**src/rtl/dmem_pkg.sv**
```systemverilog
// Shared types and helpers for the DMEM arbiter: length encodings, FSM states,
// and the byte count of an access length.
package dmem_pkg;

  localparam logic [1:0] LEN_B = 2'b00;
  localparam logic [1:0] LEN_H = 2'b01;
  localparam logic [1:0] LEN_W = 2'b11;

  typedef enum logic [1:0] {
    IDLE   = 2'd0,
    ACCESS = 2'd1,
    RESP   = 2'd2
  } state_t;

  // Reserved encoding is reported as 4 bytes; it is rejected separately anyway.
  function automatic logic [2:0] len_bytes(input logic [1:0] len);
    case (len)
      LEN_B:   return 3'd1;
      LEN_H:   return 3'd2;
      default: return 3'd4;
    endcase
  endfunction

endpackage

```
**src/rtl/dmem_len_check.sv**
```systemverilog
// Access legality check (alignment, reserved length, range) and read-data
// masking/zero-extension for one DMEM command.
module dmem_len_check
  import dmem_pkg::*;
#(
  parameter int WIDTH_ADDR_LENGTH = 32,
  parameter int WIDTH_DATA_LENGTH = 32,
  parameter int MEM_DEPTH         = 8192
) (
  input  logic [WIDTH_ADDR_LENGTH-1:0] addr,
  input  logic [1:0]                   len,
  input  logic [WIDTH_DATA_LENGTH-1:0] datar,
  output logic                         err,
  output logic [WIDTH_DATA_LENGTH-1:0] rdata
);

  typedef logic [WIDTH_ADDR_LENGTH:0] ext_addr_t;

  // One extra bit so an access near the top of the address space cannot wrap.
  ext_addr_t last_byte;

  always_comb begin
    last_byte = {1'b0, addr} + ext_addr_t'(len_bytes(len)) - ext_addr_t'(1);

    case (len)
      LEN_B:   err = 1'b0;
      LEN_H:   err = addr[0];
      LEN_W:   err = (addr[1:0] != 2'b00);
      default: err = 1'b1;
    endcase
    if (last_byte >= ext_addr_t'(MEM_DEPTH))
      err = 1'b1;

    rdata = '0;
    case (len)
      LEN_B:   rdata[7:0]  = datar[7:0];
      LEN_H:   rdata[15:0] = datar[15:0];
      default: rdata       = datar;
    endcase
  end

endmodule

```
**src/rtl/dmem_arbiter.sv**
```systemverilog
// Round-robin arbiter and three-cycle access sequencer sharing the DMEM port
// between the load/store unit (port 0) and the DMA/debug port (port 1).
//
//   state  | meaning
//   IDLE   | wait for a request; pick winner and capture its command
//   ACCESS | drive DMEM with the captured command; store commits at exit
//   RESP   | pulse rvalid/err/rdata to the winner
module dmem_arbiter
  import dmem_pkg::*;
#(
  parameter int WIDTH_ADDR_LENGTH = 32,
  parameter int WIDTH_DATA_LENGTH = 32,
  parameter int MEM_DEPTH         = 8192
) (
  input  logic                              clk,
  input  logic                              rst_n,
  input  logic [1:0]                        req_i,
  input  logic [1:0]                        we_i,
  input  logic [1:0][WIDTH_ADDR_LENGTH-1:0] addr_i,
  input  logic [1:0][WIDTH_DATA_LENGTH-1:0] wdata_i,
  input  logic [1:0][1:0]                   len_i,
  output logic [1:0]                        gnt_o,
  output logic [1:0]                        rvalid_o,
  output logic [1:0][WIDTH_DATA_LENGTH-1:0] rdata_o,
  output logic [1:0]                        err_o,
  output logic [WIDTH_ADDR_LENGTH-1:0]      mem_addr_o,
  output logic [WIDTH_DATA_LENGTH-1:0]      mem_dataw_o,
  output logic                              mem_memrw_o,
  output logic [1:0]                        mem_lensel_o,
  input  logic [WIDTH_DATA_LENGTH-1:0]      mem_datar_i
);

  state_t                         state, state_nxt;
  logic                           last_gnt;
  logic                           sel;
  logic                           cmd_port;
  logic                           cmd_we;
  logic [WIDTH_ADDR_LENGTH-1:0]   cmd_addr;
  logic [WIDTH_DATA_LENGTH-1:0]   cmd_wdata;
  logic [1:0]                     cmd_len;
  logic                           cmd_err;
  logic [WIDTH_DATA_LENGTH-1:0]   chk_rdata;
  logic [WIDTH_DATA_LENGTH-1:0]   rdata_q;

  // On a tie the port that did not win last time goes next.
  assign sel = (req_i[0] & req_i[1]) ? ~last_gnt : req_i[1];

  dmem_len_check #(
    .WIDTH_ADDR_LENGTH (WIDTH_ADDR_LENGTH),
    .WIDTH_DATA_LENGTH (WIDTH_DATA_LENGTH),
    .MEM_DEPTH         (MEM_DEPTH)
  ) u_len_check (
    .addr  (cmd_addr),
    .len   (cmd_len),
    .datar (mem_datar_i),
    .err   (cmd_err),
    .rdata (chk_rdata)
  );

  always_ff @(posedge clk or negedge rst_n) begin
    if (!rst_n) state <= IDLE;
    else        state <= state_nxt;
  end

  always_comb begin
    state_nxt = state;
    case (state)
      IDLE:    if (|req_i) state_nxt = ACCESS;
      ACCESS:  state_nxt = RESP;
      RESP:    state_nxt = IDLE;
      default: state_nxt = IDLE;
    endcase
  end

  always_ff @(posedge clk or negedge rst_n) begin
    if (!rst_n) begin
      last_gnt  <= 1'b1;
      cmd_port  <= 1'b0;
      cmd_we    <= 1'b0;
      cmd_addr  <= '0;
      cmd_wdata <= '0;
      cmd_len   <= LEN_B;
      rdata_q   <= '0;
    end else begin
      if (state == IDLE && |req_i) begin
        last_gnt  <= sel;
        cmd_port  <= sel;
        cmd_we    <= we_i[sel];
        cmd_addr  <= addr_i[sel];
        cmd_wdata <= wdata_i[sel];
        cmd_len   <= len_i[sel];
      end
      if (state == ACCESS)
        rdata_q <= (cmd_we | cmd_err) ? '0 : chk_rdata;
    end
  end

  // All outputs decode from registered state, so reset clears them at once.
  always_comb begin
    gnt_o        = '0;
    rvalid_o     = '0;
    err_o        = '0;
    rdata_o      = '0;
    mem_addr_o   = '0;
    mem_dataw_o  = '0;
    mem_memrw_o  = 1'b0;
    mem_lensel_o = '0;
    case (state)
      ACCESS: begin
        gnt_o[cmd_port] = 1'b1;
        mem_addr_o      = cmd_addr;
        mem_dataw_o     = cmd_wdata;
        mem_lensel_o    = cmd_len;
        mem_memrw_o     = cmd_we & ~cmd_err;
      end
      RESP: begin
        rvalid_o[cmd_port] = 1'b1;
        err_o[cmd_port]    = cmd_err;
        rdata_o[cmd_port]  = rdata_q;
      end
      default: ;
    endcase
  end

endmodule

```
**config.mk**
```make
export PLATFORM = sky130hd
export DESIGN_NAME = dmem_arbiter
export DESIGN_NICKNAME = d
export VERILOG_FILES = /design/src/rtl/dmem_pkg.sv /design/src/rtl/dmem_len_check.sv /design/src/rtl/dmem_arbiter.sv
export SDC_FILE = /design/constraint.sdc
export NUM_CORES = 1
export LEC_CHECK = 0
export BUFFER_PORTS_ARGS = -buffer_cell sky130_fd_sc_hd__buf_2
export CAP_MARGIN = 20
export CORE_AREA = 5 5 122 124
export CTS_BUF_LIST = sky130_fd_sc_hd__clkbuf_8
export DETAILED_ROUTE_END_ITERATION = 12
export DIE_AREA = 0 0 127 129
export PLACE_DENSITY = 0.95
export RECOVER_POWER = 25
export REMOVE_ABC_BUFFERS = 1
export SLEW_MARGIN = 10
export SYNTH_ARGS = -nofsm -noshare
export SYNTH_HDL_FRONTEND = slang
export SYNTH_SLANG_ARGS = --single-unit
```
**constraint.sdc**
```tcl
create_clock -name clk -period 8.3 [get_ports clk]
set_clock_uncertainty 0.15 [all_clocks]
set_input_delay 1.245 -clock clk [delete_from_list [all_inputs] [get_ports clk]]
set_output_delay 1.245 -clock clk [all_outputs]
set_load 0.01 [all_outputs]
```
# Word-level counts from Yosys, hierarchy flattened
# Index checks and enable logic that the tools add are counted.
[totals]
ramBits = 0
mem_count = 0
reg_bits = 103
inputBits = 170
word_cells = 62
latch_bits = 0
mem_bits_ro = 0
[classes]
n_lt_le_gt_ge = 4
n_mux = 29
n_addsub = 2
n_div = 0
mul = 0
n_eq_ne = 5
n_shift = 0
n_reduce_logical = 7
n_bitwise = 7
[ops]
columns = ["operator", "count"]
rows = [
  ["2-to-1 mux 32 bit", 8],
  ["bitwise AND 64 bit", 1],
  ["2-to-1 mux 64 bit", 1],
  ["adder 32 x 3 -> 33 bit", 1],
  [">= comparator 33 x 14 -> 1 bit (second input constant)", 1],
  ["subtractor 33 x 1 -> 33 bit (second input constant)", 1],
  ["demux 32 bit (select 1 bit)", 1],
  ["2-to-1 mux 16 bit", 1],
  ["2-to-1 mux 2 bit", 7],
  ["2-to-1 mux 8 bit", 1],
  ["2-to-1 mux 1 bit", 6],
  ["one-hot mux 3 bit (2 select lines)", 1],
  ["== test 2 x 1 -> 1 bit (second input constant)", 2],
  ["== test 2 bit (second input constant)", 2],
  ["zero test 2 bit", 2],
  ["less-than comparator 1 x 2 -> 1 bit (second input constant)", 2],
  ["one-hot mux 2 bit (2 select lines)", 1],
  ["OR reduction 2 bit", 2],
  ["one-hot mux 1 bit (3 select lines)", 1],
  ["bitwise AND 1 bit", 2],
  ["bitwise AND 2 bit", 1],
  ["logical AND 1 bit", 2],
  ["inequality test 2 x 1 -> 1 bit (second input constant)", 1],
  ["inverter 1 bit", 2],
  ["other kinds (4)", 4],
]

# Depth between registers and ports, before layout
[logic_depth]
depth_word = 9
mapped_depth = 17
ltp_nobuf = 16

# Hierarchy
# From an unflattened synthesis, not the netlist that was laid out.
[unflattened]
cells_unflattened = 782
area_unflattened_um2 = 7711.1
[by_module_without_submodules]
columns = ["module", "area_each_um2", "instances", "cells_per_inst"]
rows = [
  ["dmem_arbiter", 5614.1, 1, 452],
  ["dmem_len_check", 2097.0, 1, 330],
]

# Least setup slack after synthesis
# No wires, ideal clock.
[synth_path]
kind = "reg2out"
from = "register cmd_len[0]"
to = "output mem_memrw_o"
path_buffers = 1
path_slack_ps = 3264
t_arrival_ps = 3641
required_time_ps = 6905
path_stages_with_launch = 17
cell_sequence = "dfrtp_1 or2_2 clkbuf_1 ha_1 inv_1 ha_1 inv_1 fa_1 nor2b_1 o31ai_1 a2111o_1 a31oi_2 o21a_1 o22ai_1 or4_4 nor3_1 and3_1"
[synth_via]
elab_chain_len = 9
word_cells_on_any_way = 12
[synth_rtl]
columns = ["element", "line", "source"]
rows = [
  ["start: declaration", "dmem_arbiter.sv:40", "logic [1:0] cmd_len;"],
  ["start signal: assignment", "dmem_arbiter.sv:91", "cmd_len <= len_i[sel];"],
  ["== test 2 x 1 -> 1 bit / zero test 2 bit (equally long branches)", "dmem_pkg.sv:17, dmem_len_check.sv:25", ""],
  ["one-hot mux 3 bit (2 select lines)", "dmem_pkg.sv:17", "case (len)"],
  ["adder 32 x 3 -> 33 bit", "dmem_len_check.sv:23", "last_byte = {1'b0, addr} + ext_addr_t'(len_bytes(len)) - ext_addr_t'(1);"],
  ["subtractor 33 x 1 -> 33 bit", "dmem_len_check.sv:23", ""],
  [">= comparator 33 x 14 -> 1 bit", "dmem_len_check.sv:31", "if (last_byte >= ext_addr_t'(MEM_DEPTH))"],
  ["2-to-1 mux 1 bit *", "dmem_len_check.sv:31", ""],
  ["inverter 1 bit *", "dmem_arbiter.sv:114", "mem_memrw_o = cmd_we & ~cmd_err;"],
  ["bitwise AND 1 bit *", "dmem_arbiter.sv:114", ""],
  ["2-to-1 mux 1 bit *", "dmem_arbiter.sv:108", "case (state)"],
  ["end: declaration", "dmem_arbiter.sv:28", "output logic mem_memrw_o,"],
]
# Every way passes the cells marked *; elsewhere a longest branch is shown, timed or not.

# Final worst setup path
[layout_path]
from = "register state[0]"
to = "output mem_lensel_o[0]"
[layout_via]
elab_chain_len = 2
[layout_rtl]
columns = ["element", "line", "source"]
rows = [
  ["start: declaration", "dmem_arbiter.sv:33", "state_t state, state_nxt;"],
  ["start signal: assignment", "dmem_arbiter.sv:62", "else state <= state_nxt;"],
  ["== test 2 x 1 -> 1 bit", "dmem_arbiter.sv:108", ""],
  ["2-to-1 mux 2 bit", "dmem_arbiter.sv:108", ""],
  ["end: declaration", "dmem_arbiter.sv:29", "output logic [1:0] mem_lensel_o,"],
]
# No other way between the ends.

==> metrics.csv <==
stage,metric,value,unit
status,status,finished with violations,
status,failing checks,"capacitance limit, slew limit",
critical_path,CP Cell Sequence,"nand2b_2, clkbuf_1, inv_1, and2_1, buf_2",
synth,synth top area cells,"dfrtp_1, mux2i_1, and2_1",
floorplan,Die X,127,um
floorplan,Top Ports,307,
power_and_ir_drop,Peak VDD IR,0.000216,V
final_layout,final instance area,9050,um^2
final_layout,Post-Layout Cell Count,1306,
synth,post-synthesis compound-gate area fraction,0.207,
clock_network,post-cts resize count,0,
synth,"Cell Area, Synth",7250,um^2
global_route,largest net degree at the start of global routing,73,
clock_network,Post-CTS Setup Repair Bufs,0,
place,cell count after placement,1288,
synth,ys flop type,dfrtp_1,
drt,final wirelength,22500,um
critical_path,Max stage delay on crit path,2.18,ns
global_route,remaining global-route overflow,0,
power_and_ir_drop,pwr/cell area,388,nW/um^2
synth,largest family of logic cells by synthesized area,simple AND/OR/NAND/NOR gates,
sta,Slew HR,-1.45,
clock_network,Root Buffer,clkbuf_8,
critical_path,crit end category,output pin,
clock_network,cts bufs inserted,9,
synth,Synth cell types,64,
worst_hold_path,worst min path class,reg -> reg,
synth,leading area contributor after synthesis,dfrtp_1,
place,port bufs,306,
sta,max-slew violation count,242,
place,RD Place Congestion,0.923,
clock_network,Num Clock Sinks,103,
synth,Mapped Cells,849,
synth,top-area cell type share of the netlist area,0.352,
floorplan,row count,43,
critical_path,crit path DAT,5.12,ns
synth,Synth Register Bits,103,
clock_network,Max Root-Sink Buffers,2,
clock_network,cts hold-fix bufs,0,
sta,Tightest Pin Transition,3.68,ns
floorplan,core area,13700,um^2
floorplan,full die area,16400,um^2
critical_path,critical path required time,6.90,ns
drt,via count,7233,
drt,ANT nets after route,0,
global_route,vias in the first global route,7003,
synth,Synth async-reset ratio,1.00,
synth,number of flops mapped to enable cells by yosys,0,
place,Detailed Place HPWL,17800,um
drt,# DRC,0,
global_route,initial antenna violation count,0,
synth,Post-Synth Adder-Cell Area,0.0614,
sta,Fin. Hold Viols,0,
final_layout,area occupied by multi-input gates,4290,um^2
sta,RSZ-0062 raised after global routing,false,
clock_network,H-tree depth,3,
clock_network,CTS tree,yes,
critical_path,WS Path Type,reg -> out,
place,DP Area,8860,um^2
sta,Setup Viol. Count Final,0,
sta,Max Freq,0.153,GHz
global_route,first-pass GRT wire length,34400,um
sta,Final Cycle Share,0.785,
synth,sequential fraction of the synthesis area,0.356,
final_layout,Nets,1325,
power_and_ir_drop,Leakage,4.82,nW
drt,initial drt markers,422,
floorplan,Initial Util,0.530,
clock_network,clock-pin slew on the worst setup and hold paths,0.11,ns
synth,synth cell count leaders,"nor2_1, dfrtp_1, and2_1",
drt,Routed WL per cell,17.2,um
critical_path,critical path startpoint category,register,
synth,Synth Area in XOR/XNOR,0.00967,
synth,Post-Synth Simple-Gate Area,0.214,
synth,most frequent cell after synthesis,nor2_1,
floorplan,Die Height,129,um
synth,fraction of synthesized area in multiplexers,0.0953,
sta,setup TNS,0,ns
critical_path,"Slowest-stage cell, CP",clkbuf_1,
global_route,GRT Total Usage,0.261,
drt,Via density,5.54,
drt,Pre-antenna DRT Iters,5,
final_layout,# fillers,1164,
synth,Synth warnings,0,
clock_network,Worst-Skew Late Latency,0.39,ns
critical_path,Worst Path Max Fanout,69,
final_layout,Storage cell area,2580,um^2
final_layout,layout cell share with drive strength beyond 1,0.307,
run,number of max-cap violations,4,
final_layout,area delta synth->final,24.8,%
synth,Avg Synthesized Cell Area,8.54,um^2
sta,"Min Clock Period, post-route",6.52,ns
==> cell type report <==
type                    count  share of cell area
flip-flops and latches    103               0.285
multi-input cells         644               0.474
repair buffers            313               0.174
inverters                  49              0.0203
clock inverters             7             0.00802
well taps                 180              0.0249
clock buffers               9              0.0137
diodes                      1            0.000277
==> routing by layer <==
layer	share of wire	GRT usage	wire [um]
met5	0	0	0
met4	0.021	0.0795	479
met3	0.083	0.0764	1870
met2	0.51	0.448	11500
met1	0.38	0.320	8640
==> cells by family (layout without fill, tap and decap cells) <==
group	Yosys count	after routing
mux	69	69
simple gates	305	305
buf+inv	102	378
compound gates	227	227
fa+ha+maj	35	35
flops	103	103
xor+xnor	8	8
other cells	0	1
==> report_power, final <==
part           total [mW]  leakage (nW)  switching (mW)  internal, mW
registers           0.796          1.23           0.119         0.677
logic                2.40          3.49            1.50         0.901
clock network       0.313        0.0966           0.195         0.118
==> flip-flops by register name, indices dropped and copies added, names as in the netlist <==
name / count
cmd_wdata: 32
cmd_addr: 32
cmd_port: 1
cmd_len: 2
cmd_we: 1
last_gnt: 1
rdata_q: 32
state: 2
==> worst paths after layout <==
kind,start,slack (ns),depth (start not counted),to
max in group asynchronous,rst_n,2.57,2,rdata_q[3]$_DFFE_PN0N_
min reg2reg,rdata_q[27]$_DFFE_PN0N_,0.37,1,rdata_q[27]$_DFFE_PN0N_
max,state[0]$_DFFE_PN0P_,1.78,5,mem_lensel_o[0]
max reg2reg,cmd_len[0]$_DFFE_PN0P_,3.53,15,rdata_q[14]$_DFFE_PN0N_
min in group asynchronous,rst_n,1.19,1,cmd_addr[27]$_DFFE_PN0P_
min,rdata_q[27]$_DFFE_PN0N_,0.37,1,rdata_q[27]$_DFFE_PN0N_
==> worst max-delay path: cells and delay by family, from the launching register on <==
| kind | cells | cell delay [ns] |
|---|---|---|
| and+or+nand+nor | 2 | 0.60 |
| buffers and inverters | 3 | 3.67 |
| DFF | 1 | 0.45 |
==> stage by stage <==
step                utilization  setup slack [ns]  power [mW]  hold WS, ns
floorplan                     -            -0.987        2.52        0.316
global route              0.662              1.32        3.81        0.393
finish                    0.662              1.78        3.51        0.372
global placement          0.648              2.88        3.10        0.337
detailed placement        0.648              2.71        3.16        0.348
CTS                       0.663              2.27        3.48        0.374
==> layout by cell type (no fill, tap or decap), types with 8 or more instances in the layout <==
| cell | count |
|---|---|
| buf_2 | 304 |
| ha_1 | 34 |
| clkbuf_8 | 9 |
| nand4_1 | 8 |
| nand3_1 | 9 |
| mux2i_1 | 69 |
| o211ai_1 | 10 |
| a22o_1 | 25 |
| nor2_1 | 117 |
| inv_1 | 49 |
| nor3_1 | 9 |
| a21oi_1 | 97 |
| o21ai_0 | 20 |
| nand2_1 | 36 |
| dfrtp_1 | 102 |
| o21bai_1 | 8 |
| and2_1 | 98 |
(Power assumes the default switching activity.)
